`src/rtl/expr_inverse_solver.sv`:
```
// Sequential inverse of out = ((a + b) * d) - c (mod 16): finds the smallest sum s that reproduces y.
// Optional macro INV_SOLN_COUNT_EN: full scan of 0..SMAX with a saturating match count on `count`.
module expr_inverse_solver #(
    parameter int SMAX = 6
) (
    input  logic       clk,
    input  logic       rst_n,
    input  logic       start,
    input  logic [3:0] y,
    input  logic [1:0] c,
    input  logic [1:0] d,
    output logic       busy,
    output logic       done,
    output logic       found,
    output logic [2:0] s_out,
    output logic [1:0] a_out,
    output logic [1:0] b_out
`ifdef INV_SOLN_COUNT_EN
    ,
    output logic [2:0] count
`endif
);

    typedef enum logic [1:0] {
        ST_IDLE,
        ST_SEARCH,
        ST_DONE
    } state_t;

    localparam logic [2:0] S_LAST = 3'(SMAX);

    state_t     state_q, state_d;
    logic [2:0] s_q, s_d;
    logic [3:0] y_q, y_d;
    logic [1:0] c_q, c_d;
    logic [1:0] d_q, d_d;
    logic       busy_q, busy_d;
    logic       done_q, done_d;
    logic       found_q, found_d;
    logic [2:0] s_out_q, s_out_d;
    logic [1:0] a_out_q, a_out_d;
    logic [1:0] b_out_q, b_out_d;

    logic [3:0] prod_lo;
    logic [3:0] chk;
    logic       match;

    // Only the result mod 16 is compared, so the 4-bit product is sufficient.
    assign prod_lo = {1'b0, s_q} * {2'b00, d_q};
    assign chk     = prod_lo - {2'b00, c_q};
    assign match   = (chk == y_q);

`ifdef INV_SOLN_COUNT_EN
    logic       hit_q, hit_d;
    logic [2:0] best_q, best_d;
    logic [2:0] cnt_q, cnt_d;
    logic [2:0] count_q, count_d;
    logic       hit_now;
    logic [2:0] best_now;
    logic [2:0] cnt_now;

    // Running view including the candidate under test this cycle.
    assign hit_now  = hit_q | match;
    assign best_now = hit_q ? best_q : s_q;
    assign cnt_now  = (match && (cnt_q != 3'd7)) ? cnt_q + 3'd1 : cnt_q;
`endif

    always_comb begin
        // NOTE: every *_d gets a default first so no path through the case infers a latch.
        state_d = state_q;
        s_d     = s_q;
        y_d     = y_q;
        c_d     = c_q;
        d_d     = d_q;
        busy_d  = busy_q;
        done_d  = 1'b0;
        found_d = found_q;
        s_out_d = s_out_q;
`ifdef INV_SOLN_COUNT_EN
        hit_d   = hit_q;
        best_d  = best_q;
        cnt_d   = cnt_q;
        count_d = count_q;
`endif

        case (state_q)
            ST_IDLE: begin
                if (start) begin
                    y_d     = y;
                    c_d     = c;
                    d_d     = d;
                    s_d     = 3'd0;
                    busy_d  = 1'b1;
                    state_d = ST_SEARCH;
`ifdef INV_SOLN_COUNT_EN
                    hit_d   = 1'b0;
                    best_d  = 3'd0;
                    cnt_d   = 3'd0;
`endif
                end
            end

            ST_SEARCH: begin
`ifdef INV_SOLN_COUNT_EN
                hit_d  = hit_now;
                best_d = best_now;
                cnt_d  = cnt_now;
                if (s_q == S_LAST) begin
                    state_d = ST_DONE;
                    done_d  = 1'b1;
                    found_d = hit_now;
                    s_out_d = hit_now ? best_now : 3'd0;
                    count_d = cnt_now;
                end else begin
                    s_d = s_q + 3'd1;
                end
`else
                if (match) begin
                    state_d = ST_DONE;
                    done_d  = 1'b1;
                    found_d = 1'b1;
                    s_out_d = s_q;
                end else if (s_q == S_LAST) begin
                    state_d = ST_DONE;
                    done_d  = 1'b1;
                    found_d = 1'b0;
                    s_out_d = 3'd0;
                end else begin
                    s_d = s_q + 3'd1;
                end
`endif
            end

            ST_DONE: begin
                busy_d  = 1'b0;
                state_d = ST_IDLE;
            end

            default: begin
                busy_d  = 1'b0;
                state_d = ST_IDLE;
            end
        endcase

        // a saturates at 3; b = s - 3 for s >= 4, i.e. s[1:0] + 1 modulo 4.
        a_out_d = (s_out_d > 3'd3) ? 2'd3 : s_out_d[1:0];
        b_out_d = (s_out_d > 3'd3) ? s_out_d[1:0] + 2'd1 : 2'd0;
    end

    // NOTE: sequential state uses non-blocking assignments only, so every flop samples pre-edge values.
    always_ff @(posedge clk or negedge rst_n) begin
        if (!rst_n) begin
            state_q <= ST_IDLE;
            s_q     <= 3'd0;
            y_q     <= 4'd0;
            c_q     <= 2'd0;
            d_q     <= 2'd0;
            busy_q  <= 1'b0;
            done_q  <= 1'b0;
            found_q <= 1'b0;
            s_out_q <= 3'd0;
            a_out_q <= 2'd0;
            b_out_q <= 2'd0;
`ifdef INV_SOLN_COUNT_EN
            hit_q   <= 1'b0;
            best_q  <= 3'd0;
            cnt_q   <= 3'd0;
            count_q <= 3'd0;
`endif
        end else begin
            state_q <= state_d;
            s_q     <= s_d;
            y_q     <= y_d;
            c_q     <= c_d;
            d_q     <= d_d;
            busy_q  <= busy_d;
            done_q  <= done_d;
            found_q <= found_d;
            s_out_q <= s_out_d;
            a_out_q <= a_out_d;
            b_out_q <= b_out_d;
`ifdef INV_SOLN_COUNT_EN
            hit_q   <= hit_d;
            best_q  <= best_d;
            cnt_q   <= cnt_d;
            count_q <= count_d;
`endif
        end
    end

    assign busy  = busy_q;
    assign done  = done_q;
    assign found = found_q;
    assign s_out = s_out_q;
    assign a_out = a_out_q;
    assign b_out = b_out_q;
`ifdef INV_SOLN_COUNT_EN
    assign count = count_q;
`endif

endmodule

```
`config.mk`:
```
export PLATFORM = sky130hd
export DESIGN_NAME = expr_inverse_solver
export DESIGN_NICKNAME = d
export VERILOG_FILES = /design/src/rtl/expr_inverse_solver.sv
export SDC_FILE = /design/constraint.sdc
export NUM_CORES = 1
export LEC_CHECK = 0
export ABC_AREA = 1
export BUFFER_PORTS_ARGS = -buffer_cell sky130_fd_sc_hd__buf_2
export CORE_MARGIN = 3
export CORE_UTILIZATION = 49
export CTS_BUF_LIST = sky130_fd_sc_hd__clkbuf_16
export DETAILED_ROUTE_END_ITERATION = 8
export PLACE_DENSITY = 0.71
export SYNTH_ARGS = -nofsm -noshare
export SYNTH_HDL_FRONTEND = slang
export SYNTH_SLANG_ARGS = --single-unit
```
`constraint.sdc`:
```
create_clock -name clk -period 2.9 [get_ports clk]
set_clock_uncertainty 0.2 [all_clocks]
set_input_delay 0 -clock clk [delete_from_list [all_inputs] [get_ports clk]]
set_output_delay 0 -clock clk [all_outputs]
set_load 0.02 [all_outputs]
```
==> impl_summary.md <==
Worst setup path
The nature of the critical path endpoint is a register. The critical path arrival is 2910 ps. Walking the worst path, the cells encountered are fa_1, inv_1, ha_2, inv_2, fa_2, xnor2_2, nor2_4, nand2_2, nor2_4, nand2_2, nand2_4, ha_4, inv_2, nand3_2, nand3b_1. The worst setup path is launched from a register. The cell class contributing the biggest share of worst-path delay is adder cells. In this run the register-to-register setup slack is -70 ps. In this run the critical register-to-register path is captured at a_out[1]. The maximum fanout encountered on the critical timing path is 3. Counting buffers and inverters, the worst setup path is 15 cells deep. The critical path launch point is c_q[1].

The number of buffers and inverters on the critical path is 3. The worst register-to-register path has a depth of 15. In this run the critical register-to-register path is launched from c_q[1]. Data on the critical path is required at its endpoint by between 2000 and 3000 ps. The critical path is of the register to register type.

For this design, the slowest cell found on the critical path is sky130_fd_sc_hd__fa_1. The critical path endpoint is a_out[1]. In this design, the stage delay of the slowest critical-path cell is about 540 ps.

Clock tree
The number of clock buffers added by TritonCTS is 3. Clock latency on the worst-skew pair, taken at its later pin, is about 260 ps. The clock passes through at most 2 buffers. CTS built an H-tree with a depth of 1. The number of clock sinks seen by CTS is 23.

The buffer type at the clock tree root is sky130_fd_sc_hd__clkbuf_16. The clock-pin slew on the worst setup and hold paths is about 60 ps. The TritonCTS clock tree is yes.

Synthesis
Counting every net in the synthesized netlist gives about 140. The number of unique standard cell types used by synthesis is 28. The area share of the leading cell type in the synthesized netlist is around half.

The number of storage elements in the synthesis netlist is 23. By area the synthesized netlist is led by sky130_fd_sc_hd__dfrtp_1 (48%), sky130_fd_sc_hd__nand2_1 (7.2%), sky130_fd_sc_hd__mux2_2 (6.6%), sky130_fd_sc_hd__ha_1 (6.3%), sky130_fd_sc_hd__inv_1 (5.0%). The top cell type by total area after synthesis is sky130_fd_sc_hd__dfrtp_1.

A synthesized cell averages about 10 um^2. For this run, the number of Yosys warnings is 0. Summing every instance area after synthesis gives 1191 um^2. The sequential share of the synthesized area is about 48%.

The cell count after synthesis came out at between 100 and 150.

Route
The number of vias in the routed layout is slightly above 900. After detailed routing, the number of remaining DRC violations is 0. The first detailed-routing pass took 4 iterations. The vias per cell is ~4.8. The iteration-0 DRC count of the detailed router is 8. The final layout contains routed wiring with a total length of between 2 and 3 mm. The detail route stage leaves a number of antenna-violating nets equal to 0.

In the final routed layout, each cell accounts on average for between 10 and 15 um.

Finish
Counting the fill cells in the layout gives between 150 and 200. Relative to the synthesized area, the layout overhead comes to 40.86%. The number of diodes is 0. In the final design database the tool counted between 150 and 200 nets. Leaving out fill and tap cells, the most frequent cell in the layout is sky130_fd_sc_hd__dfrtp_1. Of the cells placed in the final design, the portion with a size suffix greater than 1 is 46.06%. In the layout the commonest cells are sky130_fd_sc_hd__dfrtp_1 (23), sky130_fd_sc_hd__nand2_1 (21), sky130_fd_sc_hd__buf_2 (20).

STA
Derived from the worst setup path, the maximum achievable clock frequency is between 300 and 400 MHz. Headroom to the max-slew limit came out at 57.90%. The number of endpoints with negative hold slack in the final report came to 0. The final critical path takes up 102.2% of the cycle. Setup repair after global routing could not meet its margin everywhere. The post-layout minimum cycle time is 2965 ps.

The number of max-slew violations in the final report is 0. For the pin with the worst max-slew slack, the measured transition is roughly 630 ps. In the post-route analysis, the smallest setup slack over all paths is -65.11 ps. The final setup violation count is 4.

Floorplan
The die span in y is approximately 55 um. The count of standard-cell rows is 17. The floorplan die width is between 50 and 60 um. The initial utilization of the core area, before any placement, comes to a little over half. The floorplan step defined a core boundary enclosing 2255 um^2. The I/O pin total is 21.

The floorplan step defined a die boundary enclosing ~3000 um^2.

Power and ir drop
Across the VDD grid, the largest voltage drop is ~0.91 mV. The total chip power is 2.246 mW. The cell area power density is between 1000 and 1500 nW/um^2. The leakage component of the power is between 0.8 and 0.9 nW.

Placed design
Timing analysis after detailed placement gives a worst setup slack of -67.53 ps. The quantity of I/O buffers inserted on ports is 20. The weighted congestion reported at the end of routability-driven placement is between 0.7 and 0.8. Summed over all nets, the half-perimeter wirelength after detailed placement is 1.717 mm.

Run status
The final reports fail on setup timing. The run finished, with violations left.

GRT
Global routing used between 10% and 20% of the available tracks across all layers. The number of antenna violations at the first check in global routing was 0. The first-pass GRT wire length is ~4.3 mm.

Entering global routing, the biggest net connects 24 pins. The total congestion overflow after global routing is 0. The via count of the first global-routing pass is between 900 and 1k.

Min path
The worst min-delay path class is input port to register.

Flow run
The tool flagged a number of max-cap violations equal to 0.
-- sequential cells by signal, indices dropped and copies added, names as in the netlist --
name and count:
y_q 4, b_out 2, done 1, d_q 2, a_out 2, c_q 2
s_q 3, s_out 3, state_q 2, busy 1, found 1
-- layer usage --
| metal | vias to the layer above | global-route usage (%) | routed length [um] |
|---|---|---|---|
| met5 | - | 0 | 0 |
| met4 | 0 | 7.292 | 29 |
| met2 | 14 | 30.24 | 1348 |
| li1 | 468 | - | - |
| met3 | 5 | 4.673 | 89 |
| met1 | 448 | 21.53 | 1093 |
-- worst min-delay path by stage --
stage                     startpoint       end  depth (start not counted)
after floorplan                rst_n  a_out[0]                          0
after global placement         rst_n    y_q[2]                          1
after detailed placement       rst_n    y_q[1]                          1
after CTS                      start    s_q[2]                          4
after global routing           start    s_q[2]                          4
final                          start    s_q[2]                          4
-- cell type report --
cell class / instances / area [um^2] / area share, %
multi-input cells: 76 / 606.8 / 36.17
inverters: 17 / 63.81 / 3.803
clock inverters: 1 / 7.507 / 0.4474
clock buffers: 3 / 75.07 / 4.474
flip-flops and latches: 23 / 575.6 / 34.30
repair buffers: 45 / 314.1 / 18.72
well taps: 28 / 35.03 / 2.088
-- cells by family (layout without fill, tap and decap cells) --
logic type / after synthesis / count (layout) / share of synthesized area [%]
adder cells (fa/ha/maj): 8 / 8 / 9.664
multiplexers: 7 / 7 / 6.618
AND/OR/NAND/NOR: 52 / 52 / 23.85
buffers and inverters: 18 / 66 / 6.302
flip-flops: 23 / 23 / 48.32
XOR/XNOR: 2 / 2 / 1.471
AO/OA/AOI/OAI: 7 / 7 / 3.781
-- power breakdown --
group / switching (mW) / internal, mW
registers: 0.0807 / 0.458
clock network: 0.116 / 0.187
logic: 0.760 / 0.644
total: 0.957 / 1.29
-- repair_timing --
| item | in CTS | in global routing |
|---|---|---|
| hold buffers | 9 | 0 |
| buffers inserted | 4 | 1 |
| setup endpoints to repair | 5 | 8 |
| pin swaps | 5 | 5 |
| gates cloned | 0 | 0 |
| gates resized for setup | 3 | 8 |
| endpoints found under the hold margin | 31 | 0 |
-- Yosys cell counts --
library cell / instances
sky130_fd_sc_hd__o21ai_0: 2
sky130_fd_sc_hd__nand3_2: 1
sky130_fd_sc_hd__nand3_1: 7
sky130_fd_sc_hd__a21oi_1: 1
sky130_fd_sc_hd__nor3_1: 1
sky130_fd_sc_hd__nor2_2: 1
sky130_fd_sc_hd__dfrtp_1: 23
sky130_fd_sc_hd__nand2_4: 1
sky130_fd_sc_hd__o21ai_1: 1
sky130_fd_sc_hd__nor2_4: 2
sky130_fd_sc_hd__o21ai_2: 1
sky130_fd_sc_hd__nand3_4: 1
sky130_fd_sc_hd__or2_2: 1
sky130_fd_sc_hd__nor2_1: 6
sky130_fd_sc_hd__buf_6: 1
sky130_fd_sc_hd__nand2_2: 5
sky130_fd_sc_hd__xnor2_1: 2
sky130_fd_sc_hd__nor3_4: 1
sky130_fd_sc_hd__nand3b_1: 1
sky130_fd_sc_hd__fa_1: 2
sky130_fd_sc_hd__ha_1: 6
sky130_fd_sc_hd__inv_2: 1
sky130_fd_sc_hd__nand4_1: 1
sky130_fd_sc_hd__inv_1: 16
sky130_fd_sc_hd__nand2_1: 23
sky130_fd_sc_hd__a21oi_2: 1
sky130_fd_sc_hd__mux2_2: 7
sky130_fd_sc_hd__o31ai_1: 1
-- worst reg2reg max path, stage by stage (launching register included) --
cell	delay, ps
sky130_fd_sc_hd__dfrtp_1	400
sky130_fd_sc_hd__fa_1	540
sky130_fd_sc_hd__inv_1	40
sky130_fd_sc_hd__ha_2	160
sky130_fd_sc_hd__inv_2	50
sky130_fd_sc_hd__fa_2	450
sky130_fd_sc_hd__xnor2_2	170
sky130_fd_sc_hd__nor2_4	160
sky130_fd_sc_hd__nand2_2	80
sky130_fd_sc_hd__nor2_4	110
sky130_fd_sc_hd__nand2_2	90
sky130_fd_sc_hd__nand2_4	90
sky130_fd_sc_hd__ha_4	120
sky130_fd_sc_hd__inv_2	30
sky130_fd_sc_hd__nand3_2	70
sky130_fd_sc_hd__nand3b_1	80
-- stage by stage --
stage	area (um^2)	utilization [%]	hold slack [ps]	instances	TNS, ps
final	1678	74.42	26.02	193	-152.9
after global routing	1678	74.42	44.39	193	-1262
after CTS	1634	72.48	28.00	192	-233.2
after detailed placement	1425	63.21	-199.2	175	-112.3
after global placement	1425	63.21	-203.5	175	-19.58
after floorplan	1219	-	-495.6	117	-47.36
(Power assumes the default switching activity.)
